--- config.mk ---
export PLATFORM = sky130hd
export DESIGN_NAME = requant_pack_stage
export DESIGN_NICKNAME = d
export VERILOG_FILES = /design/src/rtl/requant_pkg.sv /design/src/rtl/requant_pack_stage_core.sv /design/src/rtl/requant_pack_stage.sv
export SDC_FILE = /design/constraint.sdc
export NUM_CORES = 2
export LEC_CHECK = 0
export ABC_AREA = 0
export ABC_CLOCK_PERIOD_IN_PS = 26100
export BUFFER_PORTS_ARGS = -buffer_cell sky130_fd_sc_hd__clkbuf_2
export CORE_UTILIZATION = 60
export CTS_CLUSTER_SIZE = 12
export DETAILED_ROUTE_END_ITERATION = 12
export GPL_ROUTABILITY_DRIVEN = 0
export PLACE_DENSITY = 0.75
export SYNTH_ARGS = -nofsm -noshare
export SYNTH_HDL_FRONTEND = slang
export SYNTH_SLANG_ARGS = --single-unit
--- constraint.sdc ---
create_clock -name ACLK -period 26.1 [get_ports ACLK]
set_clock_uncertainty 0.15 [all_clocks]
set_input_delay 3.915 -clock ACLK [delete_from_list [all_inputs] [get_ports ACLK]]
set_output_delay 3.915 -clock ACLK [all_outputs]
set_load 0.02 [all_outputs]
--- src/rtl/requant_pkg.sv ---
// Shared constants, latched-config record and int8 saturation helper for the
// requantize-and-pack stage.
package requant_pkg;

    localparam int LANES   = 4;
    localparam int ACC_W   = 32;
    localparam int SCALE_W = 16;
    localparam int SHIFT_W = 5;
    localparam int TID_W   = 8;
    localparam int GLEN_W  = 16;
    localparam int PROD_W  = 48;
    localparam int Q_W     = PROD_W + 2;

    localparam logic signed [Q_W-1:0] INT8_MIN = Q_W'(-128);
    localparam logic signed [Q_W-1:0] INT8_MAX = Q_W'(127);

    typedef struct packed {
        logic [SCALE_W-1:0] scale;
        logic [SHIFT_W-1:0] shift;
        logic [7:0]         zero_point;
        logic               relu;
        logic [GLEN_W-1:0]  group_len;
    } cfg_t;

    function automatic logic [7:0] sat_int8(input logic signed [Q_W-1:0] v);
        logic [7:0] r;
        if (v > INT8_MAX) begin
            r = 8'h7f;
        end else if (v < INT8_MIN) begin
            r = 8'h80;
        end else begin
            r = v[7:0];
        end
        return r;
    endfunction

endpackage

--- src/rtl/requant_pack_stage_core.sv ---
// Two-stage requantizer: signed x unsigned scale product, then rounding shift,
// zero-point add, optional ReLU and int8 saturation. All registers hold while en=0.
module requant_core
    import requant_pkg::*;
(
    input  logic               clk,
    input  logic               rst_n,
    input  logic               en,
    input  logic               in_valid,
    input  logic [ACC_W-1:0]   in_data,
    input  logic [TID_W-1:0]   in_tid,
    input  logic               in_last,
    input  logic [SCALE_W-1:0] in_scale,
    input  logic [SHIFT_W-1:0] in_shift,
    input  logic [7:0]         in_zp,
    input  logic               in_relu,
    output logic               out_valid,
    output logic [7:0]         out_byte,
    output logic [TID_W-1:0]   out_tid,
    output logic               out_last
);

    logic signed [PROD_W-1:0] acc_ext, scale_ext, prod;
    logic signed [PROD_W:0]   rnd, biased, shifted;
    logic signed [Q_W-1:0]    q, zp_ext;
    logic [7:0]               q_byte;

    logic                     s1_valid_q, s1_valid_d;
    logic signed [PROD_W-1:0] s1_prod_q, s1_prod_d;
    logic [TID_W-1:0]         s1_tid_q, s1_tid_d;
    logic                     s1_last_q, s1_last_d;
    logic [SHIFT_W-1:0]       s1_shift_q, s1_shift_d;
    logic [7:0]               s1_zp_q, s1_zp_d;
    logic                     s1_relu_q, s1_relu_d;

    logic                     s2_valid_q, s2_valid_d;
    logic [7:0]               s2_byte_q, s2_byte_d;
    logic [TID_W-1:0]         s2_tid_q, s2_tid_d;
    logic                     s2_last_q, s2_last_d;

    // Both operands widened to the product width so the signed multiply is exact.
    always_comb begin : stage1_math
        acc_ext   = {{(PROD_W-ACC_W){in_data[ACC_W-1]}}, in_data};
        scale_ext = {{(PROD_W-SCALE_W){1'b0}}, in_scale};
        prod      = acc_ext * scale_ext;
    end

    always_comb begin : stage2_math
        rnd = '0;
        if (s1_shift_q != '0) begin
            rnd = {{PROD_W{1'b0}}, 1'b1} << (s1_shift_q - 5'd1);
        end
        biased  = {s1_prod_q[PROD_W-1], s1_prod_q} + rnd;
        shifted = biased >>> s1_shift_q;
        zp_ext  = {{(Q_W-8){s1_zp_q[7]}}, s1_zp_q};
        q       = {shifted[PROD_W], shifted} + zp_ext;
        if (s1_relu_q && (q < zp_ext)) begin
            q = zp_ext;
        end
        q_byte = sat_int8(q);
    end

    always_comb begin : next_state
        s1_valid_d = s1_valid_q;
        s1_prod_d  = s1_prod_q;
        s1_tid_d   = s1_tid_q;
        s1_last_d  = s1_last_q;
        s1_shift_d = s1_shift_q;
        s1_zp_d    = s1_zp_q;
        s1_relu_d  = s1_relu_q;
        s2_valid_d = s2_valid_q;
        s2_byte_d  = s2_byte_q;
        s2_tid_d   = s2_tid_q;
        s2_last_d  = s2_last_q;
        if (en) begin
            s1_valid_d = in_valid;
            s1_prod_d  = prod;
            s1_tid_d   = in_tid;
            s1_last_d  = in_last;
            s1_shift_d = in_shift;
            s1_zp_d    = in_zp;
            s1_relu_d  = in_relu;
            s2_valid_d = s1_valid_q;
            s2_byte_d  = q_byte;
            s2_tid_d   = s1_tid_q;
            s2_last_d  = s1_last_q;
        end
    end

    always_ff @(posedge clk) begin
        if (!rst_n) begin
            s1_valid_q <= 1'b0;
            s1_prod_q  <= '0;
            s1_tid_q   <= '0;
            s1_last_q  <= 1'b0;
            s1_shift_q <= '0;
            s1_zp_q    <= '0;
            s1_relu_q  <= 1'b0;
            s2_valid_q <= 1'b0;
            s2_byte_q  <= '0;
            s2_tid_q   <= '0;
            s2_last_q  <= 1'b0;
        end else begin
            s1_valid_q <= s1_valid_d;
            s1_prod_q  <= s1_prod_d;
            s1_tid_q   <= s1_tid_d;
            s1_last_q  <= s1_last_d;
            s1_shift_q <= s1_shift_d;
            s1_zp_q    <= s1_zp_d;
            s1_relu_q  <= s1_relu_d;
            s2_valid_q <= s2_valid_d;
            s2_byte_q  <= s2_byte_d;
            s2_tid_q   <= s2_tid_d;
            s2_last_q  <= s2_last_d;
        end
    end

    assign out_valid = s2_valid_q;
    assign out_byte  = s2_byte_q;
    assign out_tid   = s2_tid_q;
    assign out_last  = s2_last_q;

endmodule

--- src/rtl/requant_pack_stage.sv ---
// Requantizes 32-bit MAC results to int8 and packs four per output beat,
// closing each group of cfg_group_len results with TLAST.
module requant_pack_stage
    import requant_pkg::*;
#(
    parameter int C_ACC_WIDTH   = 32,
    parameter int C_SCALE_WIDTH = 16,
    parameter int C_LANES       = 4
)
(
    input  logic                     ACLK,
    input  logic                     ARESETN,
    output logic                     SD_AXIS_TREADY,
    input  logic [C_ACC_WIDTH-1:0]   SD_AXIS_TDATA,
    input  logic                     SD_AXIS_TLAST,
    input  logic                     SD_AXIS_TVALID,
    input  logic [7:0]               SD_AXIS_TID,
    output logic                     MO_AXIS_TVALID,
    output logic [31:0]              MO_AXIS_TDATA,
    output logic [3:0]               MO_AXIS_TKEEP,
    output logic                     MO_AXIS_TLAST,
    output logic [7:0]               MO_AXIS_TID,
    input  logic                     MO_AXIS_TREADY,
    input  logic [C_SCALE_WIDTH-1:0] cfg_scale,
    input  logic [4:0]               cfg_shift,
    input  logic [7:0]               cfg_zero_point,
    input  logic                     cfg_relu,
    input  logic [15:0]              cfg_group_len
);

    if (C_LANES != LANES || C_ACC_WIDTH != ACC_W || C_SCALE_WIDTH != SCALE_W) begin : g_param_check
        $error("requant_pack_stage: only 4 lanes, 32-bit acc and 16-bit scale are supported");
    end

    // Handshakes: a beat moves when VALID & READY at a rising edge; VALID never
    // waits on READY, and a raised VALID holds its payload until it moves.
    logic advance, accept;
    logic unused_tlast;

    cfg_t              cfg_live, cfg_eff, cfg_q, cfg_d;
    logic [GLEN_W-1:0] in_cnt_q, in_cnt_d, glen_eff;
    logic              in_last;

    logic              s2_valid, s2_last;
    logic [7:0]        s2_byte;
    logic [TID_W-1:0]  s2_tid;

    logic [1:0]        idx_q, idx_d;
    logic [23:0]       part_data_q, part_data_d;
    logic [TID_W-1:0]  part_tid_q, part_tid_d;
    logic              mo_valid_q, mo_valid_d;
    logic [31:0]       mo_data_q, mo_data_d;
    logic [3:0]        mo_keep_q, mo_keep_d;
    logic              mo_last_q, mo_last_d;
    logic [TID_W-1:0]  mo_tid_q, mo_tid_d;

    logic [31:0]       word;
    logic [3:0]        keep;
    logic [TID_W-1:0]  lane_tid;

    assign unused_tlast = SD_AXIS_TLAST;
    assign advance      = !mo_valid_q || MO_AXIS_TREADY;
    assign accept       = SD_AXIS_TVALID && SD_AXIS_TREADY;

    // Group end is decided at the input, so a group boundary travels with its
    // result and the next group's config can be latched while the last one drains.
    always_comb begin : cfg_and_count
        cfg_live = '{scale: cfg_scale, shift: cfg_shift, zero_point: cfg_zero_point,
                     relu: cfg_relu, group_len: cfg_group_len};
        cfg_eff  = (in_cnt_q == '0) ? cfg_live : cfg_q;
        glen_eff = (cfg_eff.group_len == '0) ? 16'd1 : cfg_eff.group_len;
        in_last  = (in_cnt_q + 16'd1) == glen_eff;
        cfg_d    = cfg_q;
        in_cnt_d = in_cnt_q;
        if (accept) begin
            cfg_d    = cfg_eff;
            in_cnt_d = in_last ? '0 : in_cnt_q + 16'd1;
        end
    end

    requant_core u_core (
        .clk       (ACLK),
        .rst_n     (ARESETN),
        .en        (advance),
        .in_valid  (accept),
        .in_data   (SD_AXIS_TDATA),
        .in_tid    (SD_AXIS_TID),
        .in_last   (in_last),
        .in_scale  (cfg_eff.scale),
        .in_shift  (cfg_eff.shift),
        .in_zp     (cfg_eff.zero_point),
        .in_relu   (cfg_eff.relu),
        .out_valid (s2_valid),
        .out_byte  (s2_byte),
        .out_tid   (s2_tid),
        .out_last  (s2_last)
    );

    always_comb begin : packer
        idx_d       = idx_q;
        part_data_d = part_data_q;
        part_tid_d  = part_tid_q;
        mo_valid_d  = mo_valid_q;
        mo_data_d   = mo_data_q;
        mo_keep_d   = mo_keep_q;
        mo_last_d   = mo_last_q;
        mo_tid_d    = mo_tid_q;
        word        = {8'h00, part_data_q};
        word[{idx_q, 3'b000} +: 8] = s2_byte;
        keep        = (4'b0010 << idx_q) - 4'b0001;
        lane_tid    = (idx_q == 2'd0) ? s2_tid : part_tid_q;
        if (advance) begin
            mo_valid_d = 1'b0;
            if (s2_valid) begin
                if (idx_q == 2'd3 || s2_last) begin
                    mo_valid_d  = 1'b1;
                    mo_data_d   = word;
                    mo_keep_d   = keep;
                    mo_last_d   = s2_last;
                    mo_tid_d    = lane_tid;
                    idx_d       = '0;
                    part_data_d = '0;
                end else begin
                    part_data_d = word[23:0];
                    part_tid_d  = lane_tid;
                    idx_d       = idx_q + 2'd1;
                end
            end
        end
    end

    always_ff @(posedge ACLK) begin
        if (!ARESETN) begin
            cfg_q       <= '0;
            in_cnt_q    <= '0;
            idx_q       <= '0;
            part_data_q <= '0;
            part_tid_q  <= '0;
            mo_valid_q  <= 1'b0;
            mo_data_q   <= '0;
            mo_keep_q   <= '0;
            mo_last_q   <= 1'b0;
            mo_tid_q    <= '0;
        end else begin
            cfg_q       <= cfg_d;
            in_cnt_q    <= in_cnt_d;
            idx_q       <= idx_d;
            part_data_q <= part_data_d;
            part_tid_q  <= part_tid_d;
            mo_valid_q  <= mo_valid_d;
            mo_data_q   <= mo_data_d;
            mo_keep_q   <= mo_keep_d;
            mo_last_q   <= mo_last_d;
            mo_tid_q    <= mo_tid_d;
        end
    end

    assign SD_AXIS_TREADY = ARESETN && advance;
    assign MO_AXIS_TVALID = mo_valid_q;
    assign MO_AXIS_TDATA  = mo_data_q;
    assign MO_AXIS_TKEEP  = mo_keep_q;
    assign MO_AXIS_TLAST  = mo_last_q;
    assign MO_AXIS_TID    = mo_tid_q;

endmodule
==> results.md <==
| Quantity | Value |
|---|---|
| Post_cts resized | 0 |
| Final setup viols | 0 |
| Required @ worst endpoint | 26.46 ns |
| Fraction of registers with async set/reset | 0% |
| Core footprint | 0.06297 mm2 |
| Hold_buf cts | 0 |
| Final TNS setup | 0 ns |
| Total wire length after detailed routing | 101600 um |
| Initial DRT Pass Iterations | 6 |
| Antenna violations before repair | 5 |
| Final worst-path cycle share | 47.75% |
| Number of instances in the synthesized netlist | 4709 |
| Setup Fix Bufs, Post-CTS | 0 |
| Cell type contributing the most total cell area after synthesis | sky130_fd_sc_hd__fa_1 |
| Initial DRC Count | 2971 |
| Number of global-route vias before repair | 32500 |
| Type of the worst setup path | reg -> reg |
| Number of placement rows | 92 |
| Wire length of the first global-routing pass | 167500 um |
| Number of buffers created by CTS | 29 |
| # Max-Cap Violations | 0 |
| Commonest non-fill, non-tap cell in the layout | sky130_fd_sc_hd__nand2_1 |
| Clock sink count | 232 |
| CTS tree | built |
| Main flop type after synthesis | sky130_fd_sc_hd__dfxtp_1 |
| Highest achievable clock rate | 0.08024 GHz |
| Post-synthesis instance area | 0.03822 mm2 |
| Number of ports placed on the die boundary | 138 |
| Quantity of I/O buffers inserted on ports | 136 |
| Worst hold stages | 2 |
| Largest stage delay, worst path | 0.81 ns |
| Pin count of the biggest net entering global routing | 105 |
| Worst EP arrival | 12.82 ns |
| Post-Syn Area per Cell | 8.116 um2 |
| Run status | finished, final reports clean |
| Commonest non-fill, non-tap cells in the layout | sky130_fd_sc_hd__nand2_1 (748), sky130_fd_sc_hd__inv_1 (561), sky130_fd_sc_hd__fa_1 (486) |
| Number of enable-type register cells in the synthesized netlist | 0 |
| Crit path capture type | register |
| Number of H-tree levels | 1 |
| Congestion Overflow GR | 0 |
| Sequential cell area in the final layout | 0.004651 mm2 |
| Launching element type of the critical path | register |
| Crit path setup slack, layout | 13.64 ns |
| Remaining antenna violation count after routing | 0 |
| Remaining routing DRC violations | 0 |
| Tot GR Track Use | 32.00% |
| Number of nets in the layout | 5463 |
| Area Overhead vs Synth | 5.100% |
| Number of max-slew violations in the final report | 0 |
| Unrepaired setup endpoints after global routing | no |
| Period minus WS final | 12.46 ns |
| Number of synthesized register bits | 232 |
| Final core utilization | 63.79% |
| Unique masters post-synth | 106 |
| Area fraction of the dominant cell type after synthesis | 25.46% |
| Layout cell share with drive strength beyond 1 | 7.391% |
| Final-layout fill cell count | 5484 |
| Worst Max-Slew Pin Slew | 1.213 ns |
| Starting density of the core | 60.70% |
| Longest Clk Path Bufs | 3 |
| Dpl ws | 14.09 ns |
| Sum of net half-perimeters after detailed placement | 76990 um |
| Synthesized net count | 5537 |
| Most area-consuming cells after synthesis | sky130_fd_sc_hd__fa_1 (25%), sky130_fd_sc_hd__dfxtp_1 (12%), sky130_fd_sc_hd__ha_1 (8.2%) |
| Clock transition at the registers of the reported paths | 0.06 ns |
| R2R cell count | 40 |
| Skew-Pair Late Insertion Delay | 0.61 ns |
| Sequential-to-total area share from yosys stat | 12.15% |
| Via/cell ratio | 6.050 |
| Cell with the largest stage delay on the worst path | sky130_fd_sc_hd__clkinv_1 |
| Count of vias placed by the detailed router | 33280 |
| Die height | 254.4 um |
| Number of endpoints with negative hold slack in the final report | 0 |
| Critical Path Fanout Max | 50 |
| Hold Crit Class | reg -> reg |
| Average wire length per cell after detail routing | 18.46 um |
| Footprint of the multi-input gates | 0.03045 mm2 |
| Worst hold-check slack | 0.2978 ns |
| Die W | 254.4 um |
| Root buffer cell | sky130_fd_sc_hd__clkbuf_16 |
| Slew headroom | 18.96% |
| Number of warnings issued by yosys | 0 |
| Die ar. | 0.06471 mm2 |
[worst paths after layout]
check	startpoint	end	slack (ns)
worst max-delay path	u_core.s1_shift_q[4]	u_core.out_byte[3]	13.64
worst min register to register	cfg_q[30]	cfg_q[30]	0.30
worst max register to register	u_core.s1_shift_q[4]	u_core.out_byte[3]	13.64
worst min-delay path	cfg_q[30]	cfg_q[30]	0.30
[worst max-delay path, delay by kind of cell, from the launching register on]
family / cells / cell delay [ns]
AND/OR/NAND/NOR: 12 / 3.47
flip-flops: 1 / 0.31
buffers and inverters: 3 / 1.30
adder cells (fa/ha/maj): 3 / 1.01
multiplexers: 2 / 0.65
AO/OA/AOI/OAI: 18 / 4.93
XOR/XNOR: 2 / 0.52
[cells by family after synthesis]
logic type / after synthesis / share of synthesized area (%)
buffers and inverters: 840 / 8.427
AO/OA/AOI/OAI: 952 / 16.86
other: 1 / 0.009812
AND/OR/NAND/NOR: 1619 / 20.18
flip-flops: 232 / 12.15
multiplexers: 173 / 5.127
adder cells (fa/ha/maj): 737 / 33.67
XOR/XNOR: 155 / 3.572
[Yosys cell counts, drive strengths merged (13+ instances only)]
master  count
mux2i     111
dfxtp     232
o21a       40
a21boi     63
a21oi     204
and2      107
xnor2      98
buf        60
mux2       49
a22oi      17
xor2       57
nor4       27
inv       563
nor2b     209
nor2      197
nand2     748
and3       34
ha        251
o211ai     34
a21o       66
mux4       13
a211oi     41
o21ai     239
nand3     100
fa        486
o31ai      18
nor3       49
a31oi      28
o211a      58
o21bai     26
clkbuf    216
nand2b     30
nand4      51
and4       13
[state kept, by name, summed over array words and instances, names as in the netlist]
register / cells
cfg_q: 46
u_core.s1_prod_q: 48
u_core.s1_shift_q: 5
u_core.out_valid: 1
MO_AXIS_TVALID: 1
MO_AXIS_TDATA: 32
u_core.s1_zp_q: 8
u_core.out_tid: 8
MO_AXIS_TID: 8
u_core.s1_last_q: 1
MO_AXIS_TKEEP: 4
u_core.out_byte: 8
u_core.s1_valid_q: 1
u_core.out_last: 1
part_tid_q: 8
MO_AXIS_TLAST: 1
u_core.s1_tid_q: 8
u_core.s1_relu_q: 1
part_data_q: 24
in_cnt_q: 16
idx_q: 2
[metal layers]
| metal | up-vias | share of wire [%] | track usage (%) |
|---|---|---|---|
| met5 | - | 0.032 | 0 |
| met2 | 1355 | 46 | 52.47 |
| met1 | 16250 | 42 | 44.41 |
| li1 | 15470 | - | - |
| met3 | 204 | 8.4 | 4.460 |
| met4 | 6 | 2.7 | 8.313 |
[through the flow]
| step | cells | cell area (um2) |
|---|---|---|
| final | 5501 | 40170 |
| after global routing | 5500 | 40170 |
| after CTS | 5500 | 40170 |
| after detailed placement | 5450 | 39230 |
| after global placement | 5450 | 39230 |
| after floorplan | 4709 | 38220 |
[final cells by class]
cell class | count | area share, %
clock buffers | 38 | 2.040
multi-input cells | 3637 | 75.81
diodes | 1 | 0.006230
clock inverters | 12 | 0.2959
well taps | 846 | 2.635
inverters | 564 | 5.270
flip-flops and latches | 232 | 11.58
repair buffers | 171 | 2.364
Power is left out: the tool's default activity adds up to more than one toggle a clock period on the data nets, which glitch-free logic cannot reach.
